===== config.mk =====
export PLATFORM = sky130hd
export DESIGN_NAME = x64_adc_stream_serializer
export DESIGN_NICKNAME = d
export VERILOG_FILES = /design/src/rtl/x64_adc_stream_serializer.sv
export SDC_FILE = /design/constraint.sdc
export NUM_CORES = 1
export LEC_CHECK = 0
export ABC_CLOCK_PERIOD_IN_PS = 15200
export CAP_MARGIN = 20
export CORE_ASPECT_RATIO = 0.6
export CORE_UTILIZATION = 55
export CTS_CLUSTER_SIZE = 28
export DETAILED_ROUTE_END_ITERATION = 8
export HOLD_SLACK_MARGIN = 0.02
export PLACE_DENSITY = 0.84
export RECOVER_POWER = 100
export SYNTH_ARGS = -nofsm -noshare
export SYNTH_HDL_FRONTEND = slang
export SYNTH_SLANG_ARGS = --single-unit

===== constraint.sdc =====
create_clock -name clk -period 15.2 [get_ports clk]
set_clock_uncertainty 0.2 [all_clocks]
set_input_delay 3.04 -clock clk [delete_from_list [all_inputs] [get_ports clk]]
set_output_delay 3.04 -clock clk [all_outputs]
set_load 0.01 [all_outputs]

===== src/rtl/x64_adc_stream_serializer.sv =====
// x64_adc_stream_serializer: captures NCH-channel ADC frames and emits enabled channels one word per clock
module x64_adc_stream_serializer #(
    parameter int NCH = 4,
    parameter int DW  = 24,
    parameter int CW  = 4,
    parameter int DCW = 16
) (
    input  logic              clk,
    input  logic              rst,
    input  logic              en,
    input  logic [NCH*DW-1:0] din,
    input  logic              dinvld,
    input  logic [NCH-1:0]    chan_en,
    input  logic              ovf_clr,
    output logic [DW-1:0]     dout,
    output logic              doutvld,
    output logic [CW-1:0]     dout_chan,
    output logic              dout_sync,
    output logic              ovf,
    output logic [DCW-1:0]    drop_cnt,
    output logic              busy
);
    logic                     acc, any, ovr;
    logic [NCH-1:0]           src, ld, p_d, p_q;
    int                       kk;
    logic [DW-1:0]            word, dout_d, dout_q;
    logic [CW-1:0]            chan_d, chan_q;
    logic                     vld_d, vld_q, sync_d, sync_q, ovf_d, ovf_q, busy_d, busy_q;
    logic [DCW-1:0]           drop_d, drop_q;
    logic [NCH-1:0][DW-1:0]   d_d;
    (* shreg_extract = "no" *) logic [NCH-1:0][DW-1:0] d_q;

    // Pick the next word: a fresh frame bypasses the data regs, otherwise drain the lowest pending channel
    always_comb begin
        acc = dinvld & en;
        src = acc ? chan_en : p_q;
        any = |src;
        kk = 0;
        for (int i = NCH - 1; i >= 0; i--) if (src[i]) kk = i;
        word = '0;
        for (int i = 0; i < NCH; i++) if (i == kk) word = acc ? din[i*DW +: DW] : d_q[i];
        ld = {NCH{acc}} & chan_en;
        for (int i = 0; i < NCH; i++) d_d[i] = ld[i] ? din[i*DW +: DW] : d_q[i];
        p_d = src & ~(NCH'(1) << kk);
        busy_d = |p_d;
        vld_d = any;
        sync_d = acc & any;
        dout_d = any ? word : dout_q;
        chan_d = any ? CW'(kk) : chan_q;
        ovr = acc & (|p_q);
        ovf_d = ovr | (ovf_q & ~ovf_clr);
        drop_d = ovf_clr ? DCW'(ovr) : drop_q + DCW'(ovr && drop_q != '1);
    end

    // State and output registers, cleared asynchronously
    always_ff @(posedge clk or posedge rst) begin
        if (rst) begin
            d_q    <= '0;
            p_q    <= '0;
            busy_q <= 1'b0;
            vld_q  <= 1'b0;
            sync_q <= 1'b0;
            dout_q <= '0;
            chan_q <= '0;
            ovf_q  <= 1'b0;
            drop_q <= '0;
        end else begin
            d_q    <= d_d;
            p_q    <= p_d;
            busy_q <= busy_d;
            vld_q  <= vld_d;
            sync_q <= sync_d;
            dout_q <= dout_d;
            chan_q <= chan_d;
            ovf_q  <= ovf_d;
            drop_q <= drop_d;
        end
    end

    assign dout      = dout_q;
    assign doutvld   = vld_q;
    assign dout_chan = chan_q;
    assign dout_sync = sync_q;
    assign ovf       = ovf_q;
    assign drop_cnt  = drop_q;
    assign busy      = busy_q;
endmodule


---- Word-level counts from Yosys, hierarchy flattened ----
Index checks and enable logic that the tools add are counted.
storage, ports and cells
  register bits after elaboration ......... 148
  input bits .............................. 105
  output and inout bits ................... 48
  word-level logic and storage cells ...... 46
operators by class
  $add $sub $neg .......................... 1
  equal/unequal tests ..................... 4
  shifts and indexed selects .............. 1
  muxes and demuxes ....................... 14
  bitwise gates (word level) .............. 9
  reduce and logical (&&, ||, !) cells .... 5
operators by type and width
  kind                                                  count
  two-way mux 24 bit                                    8
  two-way mux 32 bit                                    3
  equality test 3 x 32 -> 1 bit (first input constant)  2
  equality test 2 x 32 -> 1 bit (first input constant)  1
  logical NOT 32 bit                                    1
  left shift 1 x 32 -> 4 bit (first input constant)     1
  adder 16 x 1 -> 16 bit                                1
  two-way mux 16 bit                                    1
  != test 16 bit (second input constant)                1
  OR reduction 4 bit                                    3
  AND 4 bit                                             2
  AND 1 bit                                             4
  two-way mux 4 bit                                     1
  inverter 4 bit                                        1
  two-way mux 2 bit                                     1
  logical AND 1 bit                                     1
  inverter 1 bit                                        1
  bitwise OR 1 bit                                      1

---- Logic depth before layout (Yosys ltp) ----
Gate-level depths: netlist (run 1).
  word-level depth ........................ 11
  depth in mapped cells ................... 12
  depth with buffers taken out ............ 9

---- Worst setup path after synthesis (run 1) ----
OpenSTA, ideal clock, no wires.
  path kind ............................... input -> register
  start point ............................. input dinvld
  end point ............................... register drop_q[10], in the netlist drop_cnt[10]
  arrival time ............................ 4.963 ns
  required time ........................... 14.868 ns
  path slack .............................. 9.906 ns
  stages .................................. 12
  cell sequence ........................... buf_2 > and2_1 > buf_2 > buf_1 > o41ai_1 > a21oi_1 > ha_1 > inv_1 > nor3_1 > nand3_1 > xor2_1 > nor2_1
on the way
  cells in the longest elaborated chain, start to end .. 5
RTL lines
  item                    RTL line  text
  start, declared         12        input logic dinvld,
  AND 1 bit               35        acc = dinvld & en;
  AND 1 bit               50        ovr = acc & (|p_q);
  logical AND 1 bit       52        drop_d = ovf_clr ? DCW'(ovr) : drop_q + DCW'(ovr && drop_q != '1);
  adder 16 x 1 -> 16 bit  52
  two-way mux 16 bit      52
  via drop_d[10]          29        logic [DCW-1:0] drop_d, drop_q;
  end signal, assigned    76        drop_q <= drop_d;
  end, declared           29
The timed path passes the listed nets, and every way through them passes these cells.
A chain may end at the register's enable or synchronous reset.

==> results of run 1 <==
[layout make-up]
| class | instances | area share |
|---|---|---|
| sequential | 146 | 0.391 |
| multi-input combinational | 512 | 0.349 |
| timing repair buffer | 158 | 0.164 |
| clock buffer | 22 | 0.0519 |
| tap | 170 | 0.0228 |
| clock inverter | 9 | 0.0163 |
| inverter | 11 | 0.00456 |
[worst min-delay path by stage]
stage                   startpoint             endpoint  slack [ns]  depth (start not counted)
3_3_place_gp   d_q[60]$_DFFE_PP0P_  d_q[60]$_DFFE_PP0P_        0.26                          2
6_report       d_q[64]$_DFFE_PP0P_  d_q[64]$_DFFE_PP0P_        0.28                          2
4_1_cts        d_q[64]$_DFFE_PP0P_  d_q[64]$_DFFE_PP0P_        0.28                          2
2_1_floorplan  d_q[59]$_DFFE_PP0P_  d_q[59]$_DFFE_PP0P_        0.25                          2
5_1_grt        d_q[61]$_DFFE_PP0P_  d_q[61]$_DFFE_PP0P_        0.31                          2
3_5_place_dp   d_q[63]$_DFFE_PP0P_  d_q[63]$_DFFE_PP0P_        0.26                          2
[cells in the final DEF (no fill, tap or decap), types with 13 or more instances in the layout]
cell               n
nand3b_1          14
o31a_1            16
a2111oi_0         13
a211oi_1          14
clkdlybuf4s50_1  101
clkbuf_16         17
nor2_1            92
dlygate4sd3_1     49
o21ai_0           18
a21oi_1           32
mux2_2            72
o22ai_1           33
dfrtp_1          146
nand3_1           24
nand2_1          102
[critical path, stage by stage]
cell	delay (ns)
dlygate4sd3_1	0.55
clkinvlp_2	1.76
clkbuf_1	3.01
[routing by layer]
metal / wire length (um) / share of wire / vias up
li1: - / - / 2822
met1: 8470 / 0.41 / 3152
met2: 9880 / 0.47 / 358
met3: 1890 / 0.090 / 68
met4: 679 / 0.032 / 0
met5: 0 / 0 / -
[sequential cells by signal, indices dropped and copies added, names as in the netlist]
| register | flops |
|---|---|
| p_q | 4 |
| ovf | 1 |
| busy | 1 |
| dout_sync | 1 |
| doutvld | 1 |
| dout | 24 |
| dout_chan | 2 |
| drop_cnt | 16 |
| d_q | 96 |
[stage by stage]
stage	std cells	hold slack (ns)	area, um2
after floorplan	722	0.245	7250
after global placement	995	0.257	8760
after detailed placement	995	0.262	8760
after CTS	1026	0.282	9400
after global routing	1028	0.308	9340
final	1028	0.283	9340
[where the power goes]
| group | internal, mW | switching [mW] |
|---|---|---|
| sequential | 0.453 | 0.0412 |
| clock | 0.291 | 0.166 |
| combinational | 0.116 | 0.113 |
| total | 0.860 | 0.319 |
[cell usage after synthesis (all sizes together)]
cell type	n	share of area
o21ai	21	0.015
a21boi	1	0.0010
and4b	1	0.0014
a21o	1	0.0010
a2111oi	14	0.020
o31ai	2	0.0059
and2	1	0.00086
dfrtp	146	0.50
inv	11	0.0057
buf	31	0.025
a21oi	33	0.023
clkbuf	22	0.011
nand4	4	0.0035
a211oi	14	0.015
a31oi	3	0.0043
a22oi	5	0.0052
or3	8	0.0069
conb	1	0.00052
o22ai	33	0.028
o211ai	1	0.0010
nand3b	14	0.015
a211o	2	0.0024
a221oi	7	0.0085
and3	2	0.0017
nor4	1	0.00086
ha	2	0.0035
o2111ai	5	0.0060
mux2	73	0.11
nand2b	2	0.0017
nand2	102	0.053
a32o	2	0.0028
nor3	1	0.00069
o41ai	1	0.0012
xor2	10	0.012
o31a	16	0.019
nor2	92	0.049
xnor2	5	0.0060
mux2i	6	0.0083
nand3	24	0.017
[kinds of logic (layout without fill, tap and decap cells)]
logic type | count (synthesis) | after routing
compound gates | 161 | 161
xor+xnor | 15 | 15
fa+ha+maj | 2 | 2
buf+inv | 64 | 200
flops | 146 | 146
mux | 79 | 79
other cells | 1 | 3
simple gates | 252 | 252
==> flow_summary.ini, run 1 <==
[outcome]
status = finished, violations left
violations = capacitance limit, slew limit

[power_and_ir_drop]
power.density_mw_per_mm2 = 126
irDropWorstVdd_mv = 0.0772
power_leakage_nw = 3.97
power.total_mw = 1.18

[setup_path]
r2r-end = dout[5]$_DFFE_PP0P_
cp.arrival_ns = 8.50
cp-start-kind = primary input
regToRegSetupSlack_ns = 11.67
r2r_cells = 5
critical_path_class = primary input to asynchronous set/reset pin
startpoint = rst
worst_ep_required_time_ns = 14.57
endpoint = d_q[18]$_DFFE_PP0P_
crit_fanout = 78
regToRegStartpoint = p_q[1]$_DFF_PP0_
endpoint_kind = asynchronous set/reset pin

[timing]
rsz0062_at_grt = no
tns_ns = 0
worst_slack_ns = 6.07
final_hold_viol_count = 0
fmax_mhz = 110
fin_crit_sh = 0.601
worstMarginPinSlew_ns = 4.16
maxSlewHeadroom = -1.77
finalSetupViolations = 0
layout_min_cycle_time_ns = 9.13
drv_slew = 408

[floorplanning]
start_util = 0.564
fp.coreArea_mm2 = 0.0129
dieArea_mm2 = 0.0137
die_height_um = 90.9
rows = 32
die_w_um = 150
io_pins = 153

[global_routing]
globalRouteOverflowTotal = 0
gr-usage-met3 = 0.0763
busiest_layer = met2
gr-usage-met2 = 0.498
use_met1 = 0.427
grt_pass1_vias = 6563
grt_pass1_wl_um = 33200
antenna_found_initial = 0
grt_start_max_net_pins = 79
grt_usage = 0.320

[clock_tree]
h-tree-depth = 4
ctsResizeCount = 0
cts.path.max_buffers = 2
post_cts_buffers = 0
insertion_delay_ns = 0.42
cts.sinks = 146
path_clk_slew_ns = 0.06
cts_hold_buf = 0
root_buffer = clkbuf_16
cts_buffers = 17
cts_tree = built

[cells_and_area]
final_nets = 953
seq_area_mm2 = 0.00365
syn_to_final_growth_pct = 28.9
diodes = 0
multi_input_area_mm2 = 0.00326
nFillCells = 865
utilization = 0.727
drive_above_1_share = 0.128

[synth]
synth_cells = 720
ys_warn_count = 0
synth_simple_gate_area_frac = 0.151
muxShareOfSynthArea = 0.122
synth_seq_area_share = 0.504
syn_area_mm2 = 0.00725
synth_compound_area_frac = 0.160
yosys.cell_types.count = 49
ys_seq_elements = 146
synth_area_per_cell_um2 = 10.1
synth_xor_area_frac = 0.0181
synth-adder-area-share = 0.00345
synth_top_family_by_area = compound AO/OA/AOI/OAI gates

[worst_hold_path]
hp-class = flop to flop

[placement]
dp_slack_ns = 8.63
io_buffers = 150
dp_hpwl_um = 14100
routabilityCongestion = 0.941

[flow_run]
drv_cap = 9

[detailed_routing]
num_vias = 6400
drt_iter0_markers = 576
wl_per_cell_um = 20.3
vias_per_cell = 6.23
routed_wl_um = 20900
first_pass_iters = 6
drt_drc_violations_left = 0
ant_nets = 0
No activity file was read; power rests on OpenSTA's default activity.
==> inputs of run 2 (changes only) <==
--- a/config.mk
+++ b/config.mk
@@ -5,14 +5,14 @@
 export SDC_FILE = /design/constraint.sdc
 export NUM_CORES = 1
 export LEC_CHECK = 0
-export ABC_CLOCK_PERIOD_IN_PS = 15200
+export ABC_CLOCK_PERIOD_IN_PS = 9500
 export CAP_MARGIN = 20
 export CORE_ASPECT_RATIO = 0.6
-export CORE_UTILIZATION = 55
+export CORE_UTILIZATION = 52
 export CTS_CLUSTER_SIZE = 28
 export DETAILED_ROUTE_END_ITERATION = 8
 export HOLD_SLACK_MARGIN = 0.02
-export PLACE_DENSITY = 0.84
+export PLACE_DENSITY = 0.8
 export RECOVER_POWER = 100
 export SYNTH_ARGS = -nofsm -noshare
 export SYNTH_HDL_FRONTEND = slang
==> constraint.sdc (replaced) <==
create_clock -name clk -period 9.5 [get_ports clk]
set_clock_uncertainty 0.2 [all_clocks]
set_input_delay 1.9 -clock clk [delete_from_list [all_inputs] [get_ports clk]]
set_output_delay 1.9 -clock clk [all_outputs]
set_load 0.01 [all_outputs]
==> run 2 against run 1 <==
Against the previous run:
- the flow still finishes with violations (capacitance limit, slew limit)
- core utilization down 2.3 points
- worst setup slack worse by 3.4 ns
- critical path depth up 7
- die area up 5.7%
- total power up 52%
- worst hold slack about the same
- sequential share of layout area up 0.18 points
- non-clock buffer count unchanged
- first-iteration DRC count down 0.87%
==> flow_summary.ini, run 2 (synthesis gave the netlist of run 1 again) <==
[outcome]
status = finished, violations left
violations = capacitance limit, slew limit

[setup_path]
cp-start-kind = primary input
path_buf_inv = 2
path_cells = dlygate4sd3_1 > and2_0 > o41ai_1 > a21oi_1 > ha_1 > inv_1 > nor3_1 > nand2_1 > xor2_1 > nor2_1
worst_ep_required_time_ns = 9.58
crit_fanout = 56
critPathMaxStageDelay_ns = 2.15
regToRegSetupSlack_ns = 6.23
cp.arrival_ns = 6.87
r2r_cells = 5
critical_path_class = primary input to flop
r2r-end = dout[15]$_DFFE_PP0P_
slowest_stage = and2_0
crit_family = simple AND/OR/NAND/NOR gates
endpoint_kind = flop
regToRegStartpoint = p_q[2]$_DFF_PP0_

[cells_and_area]
top_register = d_q
final_nets = 953
largest_register_ffs = 96
layout.cells.non_filler = 1029
final_cell_mix = dfrtp_1, nand2_1, clkdlybuf4s50_1
stdcell_area_mm2 = 0.00929
drive_above_1_share = 0.129
final_common_cell = dfrtp_1
diodes = 0
syn_to_final_growth_pct = 28.2
nFillCells = 927

[timing]
fin_crit_sh = 0.714
rsz0062_at_grt = no
layout_min_cycle_time_ns = 6.78
tns_ns = 0
worstMarginPinSlew_ns = 2.93
drv_slew = 270
final_hold_viol_count = 0
maxSlewHeadroom = -0.952
fmax_mhz = 147
finalSetupViolations = 0

[placement]
postPlaceCellArea_mm2 = 0.00876
routabilityCongestion = 0.950
dp_hpwl_um = 14200
dp.cells = 995
io_buffers = 150

[global_routing]
antenna_found_initial = 0
grt_start_max_net_pins = 88
grt_usage = 0.297
grt_pass1_wl_um = 32800
grt_pass1_vias = 6308
globalRouteOverflowTotal = 0

[clock_tree]
post_cts_buffers = 0
ctsResizeCount = 0
cts_buffers = 17
insertion_delay_ns = 0.42
cts_hold_buf = 0
h-tree-depth = 4
cts_tree = built
cts.sinks = 146
root_buffer = clkbuf_16
path_clk_slew_ns = 0.06
cts.path.max_buffers = 2

[power_and_ir_drop]
p_int_mw = 1.28
irDropWorstVdd_mv = 0.118
power.density_mw_per_mm2 = 193
power_frac_clock = 0.356
power_leakage_nw = 3.93
power.total_mw = 1.79
p_switching_mw = 0.516
p_sw_frac = 0.288
comb_power_share = 0.203
seqPwrFrac = 0.441

[floorplanning]
io_pins = 153
die_height_um = 93.4
start_util = 0.548
dieArea_mm2 = 0.0144
die_w_um = 154
rows = 32
fp.coreArea_mm2 = 0.0132

[detailed_routing]
drt_drc_violations_left = 0
vias_per_cell = 6.19
wl_per_cell_um = 20.0
first_pass_iters = 5
routed_wl_um = 20600
ant_nets = 0
drt_iter0_markers = 571
num_vias = 6374

[worst_hold_path]
worstHoldStart = d_q[62]$_DFFE_PP0P_
whs_path_depth = 2
hold-path-endpoint = d_q[62]$_DFFE_PP0P_
hp-class = flop to flop

[flow_run]
drv_cap = 7
run 2: stage by stage:
stage	utilization	setup WS [ns]	hold WS, ns
global placement	0.663	4.23	0.257
detailed placement	0.663	4.00	0.267
finish	0.703	2.72	0.283
global route	0.703	2.42	0.296
CTS	0.705	4.41	0.282
floorplan	-	3.48	0.245
run 2: area by class of cell:
| class | count | area, um2 | share of cell area |
|---|---|---|---|
| clock buffer | 20 | 447 | 0.0481 |
| clock inverter | 12 | 110 | 0.0118 |
| timing repair buffer | 158 | 1560 | 0.168 |
| sequential | 146 | 3650 | 0.393 |
| tap | 170 | 213 | 0.0229 |
| inverter | 11 | 42.5 | 0.00458 |
| multi-input combinational | 512 | 3270 | 0.352 |
run 2: tightest hold or removal path, stage by stage (launching register included):
cell and delay, ns:
dfrtp_1 0.35, nand2_1 0.05, nand2_1 0.06
run 2: how the worst max path moves through the flow:
| stage | startpoint | to | slack, ns | cells after the start |
|---|---|---|---|---|
| floorplan | rst | busy$_DFF_PP0_ | 3.48 | 1 |
| global placement | en | drop_cnt[10]$_DFF_PP0_ | 4.23 | 10 |
| detailed placement | en | drop_cnt[9]$_DFF_PP0_ | 4.00 | 10 |
| CTS | en | drop_cnt[9]$_DFF_PP0_ | 4.41 | 10 |
| global route | dinvld | drop_cnt[9]$_DFF_PP0_ | 2.42 | 10 |
| finish | dinvld | drop_cnt[9]$_DFF_PP0_ | 2.72 | 10 |
run 2: layer usage:
layer  global-route usage  share of wire  wire length [um]  up-vias
met1                0.395           0.42              8730     3170
met4                0.112          0.026               538        0
met3               0.0612          0.076              1580       54
li1                     -              -                 -     2836
met5                    0              0                 0        -
met2                0.482           0.47              9780      314
run 2: power groups by stage:
| stage | registers (mW) | clock network [mW] | logic, mW |
|---|---|---|---|
| global placement | 0.793 | 0 | 0.359 |
| CTS | 0.791 | 0.643 | 0.376 |
| global route | 0.803 | 0.668 | 0.395 |
| detailed placement | 0.800 | 0 | 0.372 |
| floorplan | 0.791 | 0 | 0.208 |
| finish | 0.792 | 0.639 | 0.364 |
==> inputs of run 3 (changes only) <==
--- a/config.mk
+++ b/config.mk
@@ -5,14 +5,14 @@
 export SDC_FILE = /design/constraint.sdc
 export NUM_CORES = 1
 export LEC_CHECK = 0
-export ABC_CLOCK_PERIOD_IN_PS = 9500
+export ABC_CLOCK_PERIOD_IN_PS = 5600
 export CAP_MARGIN = 20
 export CORE_ASPECT_RATIO = 0.6
-export CORE_UTILIZATION = 52
+export CORE_UTILIZATION = 47
 export CTS_CLUSTER_SIZE = 28
 export DETAILED_ROUTE_END_ITERATION = 8
 export HOLD_SLACK_MARGIN = 0.02
-export PLACE_DENSITY = 0.8
+export PLACE_DENSITY = 0.76
 export RECOVER_POWER = 100
 export SYNTH_ARGS = -nofsm -noshare
 export SYNTH_HDL_FRONTEND = slang
==> constraint.sdc (replaced) <==
create_clock -name clk -period 5.6 [get_ports clk]
set_clock_uncertainty 0.2 [all_clocks]
set_input_delay 1.12 -clock clk [delete_from_list [all_inputs] [get_ports clk]]
set_output_delay 1.12 -clock clk [all_outputs]
set_load 0.01 [all_outputs]
==> run 3 against run 2 <==
Against the previous run:
- core utilization shrank 6.5 points
- non-clock buffer count increased by 2
- total power increased by 77%
- highest routed layer unchanged
- combinational power rose by 70%
- count of clock-buffer cells in the layout unchanged
- critical endpoint is now dout[6]$_DFFE_PP0P_
- global-route usage fell by 2.8 points
- die area rose by 10%
- flip-flop and latch count unchanged
- first-iteration DRC count is 1.4% lower
- worst hold slack worse by 0.0024 ns
- the flow still finishes with violations (capacitance limit, slew limit)
==> flow_summary.ini, run 3 (synthesis gave the netlist of run 1 again) <==
[global_routing]
use_met1 = 0.379
antenna_found_initial = 0
gr-usage-met3 = 0.0455
busiest_layer = met2
gr-usage-met2 = 0.418
grt_pass1_vias = 6177
grt_pass1_wl_um = 32900
grt_usage = 0.268
globalRouteOverflowTotal = 0
grt_start_max_net_pins = 97

[power_and_ir_drop]
power.density_mw_per_mm2 = 336
power_leakage_nw = 4.00
irDropWorstVdd_mv = 0.153

[timing]
final_hold_viol_count = 0
fin_crit_sh = 0.815
fmax_mhz = 219
maxSlewHeadroom = -0.398
layout_min_cycle_time_ns = 4.56
rsz0062_at_grt = no
worst_slack_ns = 1.04
worstMarginPinSlew_ns = 2.10
tns_ns = 0
drv_slew = 170
finalSetupViolations = 0

[worst_hold_path]
hp-class = flop to flop
whs_path_depth = 2

[clock_tree]
post_cts_buffers = 0
h-tree-depth = 4
cts_buffers = 17
cts_hold_buf = 0
path_clk_slew_ns = 0.06
root_buffer = clkbuf_16
insertion_delay_ns = 0.42
cts.path.max_buffers = 2
ctsResizeCount = 0
cts_tree = built
cts.sinks = 146

[cells_and_area]
diodes = 0
largest_register_ffs = 96
final_common_cell = dfrtp_1
syn_to_final_growth_pct = 30.0
drive_above_1_share = 0.139
nFillCells = 1182
final_cell_mix = dfrtp_1, nand2_1, clkdlybuf4s50_1
final_nets = 955
layout.cells.non_filler = 1057
top_register = d_q

[placement]
dp_hpwl_um = 14400
dp.cells = 1025
routabilityCongestion = 0.921
dp_slack_ns = 1.14
io_buffers = 150

[detailed_routing]
routed_wl_um = 21000
drt_iter0_markers = 563
wl_per_cell_um = 19.9
num_vias = 6241
first_pass_iters = 5
vias_per_cell = 5.90
drt_drc_violations_left = 0
ant_nets = 0

[flow_run]
drv_cap = 4

[setup_path]
path_buf_inv = 3
crit_family = buffers and inverters
worst_ep_required_time_ns = 5.72
endpoint_kind = flop
r2r_cells = 6
path_cells = dlygate4sd3_1 > nand2_2 > buf_4 > o31a_1 > nor2_1 > inv_1 > o21ai_0 > a211oi_1
cp-start-kind = primary input
critPathMaxStageDelay_ns = 0.64
critical_path_class = primary input to flop
crit_fanout = 47
crit_cells = 8
slowest_stage = dlygate4sd3_1
cp.arrival_ns = 4.68

[floorplanning]
die_w_um = 162
rows = 34
dieArea_mm2 = 0.0159
start_util = 0.491
io_pins = 153
die_height_um = 98.2
fp.coreArea_mm2 = 0.0148

[outcome]
violations = capacitance limit, slew limit
status = finished, violations left
-- run 3: cell type report --
type / count / area [um2] / area share
clock buffers: 20 / 457 / 0.0485
repair buffers: 160 / 1580 / 0.168
flip-flops and latches: 146 / 3650 / 0.388
multi-input cells: 512 / 3280 / 0.348
clock inverters: 10 / 159 / 0.0169
well taps: 198 / 248 / 0.0263
inverters: 11 / 45.0 / 0.00478
-- run 3: metrics by stage --
stage	total power [mW]	area [um2]	hold WS (ns)	utilization
final	3.17	9420	0.281	0.638
after detailed placement	1.99	8820	0.263	0.598
after global routing	3.30	9420	0.297	0.638
after CTS	3.20	9440	0.277	0.639
after global placement	1.97	8820	0.259	0.598
after floorplan	1.69	7250	0.245	-
-- run 3: metal layers --
metal	up-vias	wire length [um]
met1	3078	9230
met2	308	9870
met3	29	1520
met5	-	0
li1	2826	-
met4	0	393
-- run 3: power breakdown --
group          switching [mW]  internal [mW]  total, mW
Sequential              0.110           1.23       1.34
Combinational           0.304          0.316      0.620
Clock                   0.444          0.763       1.21
-- run 3: worst reg2reg max path: cells and delay by family (launching register included) --
| kind | cells | cell delay (ns) |
|---|---|---|
| compound gates | 4 | 1.30 |
| simple gates | 1 | 0.25 |
| buf+inv | 1 | 0.57 |
| flops | 1 | 0.72 |
-- run 3: path summary, 6_finish.rpt --
| check | startpoint | to | slack [ns] |
|---|---|---|---|
| setup / recovery | en | dout[6]$_DFFE_PP0P_ | 1.04 |
| hold / removal | d_q[66]$_DFFE_PP0P_ | d_q[66]$_DFFE_PP0P_ | 0.28 |
| setup reg to reg | p_q[2]$_DFF_PP0_ | dout[6]$_DFFE_PP0P_ | 2.48 |
| hold reg to reg | d_q[66]$_DFFE_PP0P_ | d_q[66]$_DFFE_PP0P_ | 0.28 |
| max in group asynchronous | rst | p_q[0]$_DFF_PP0_ | 1.38 |
| min in group asynchronous | rst | drop_cnt[10]$_DFF_PP0_ | 1.59 |
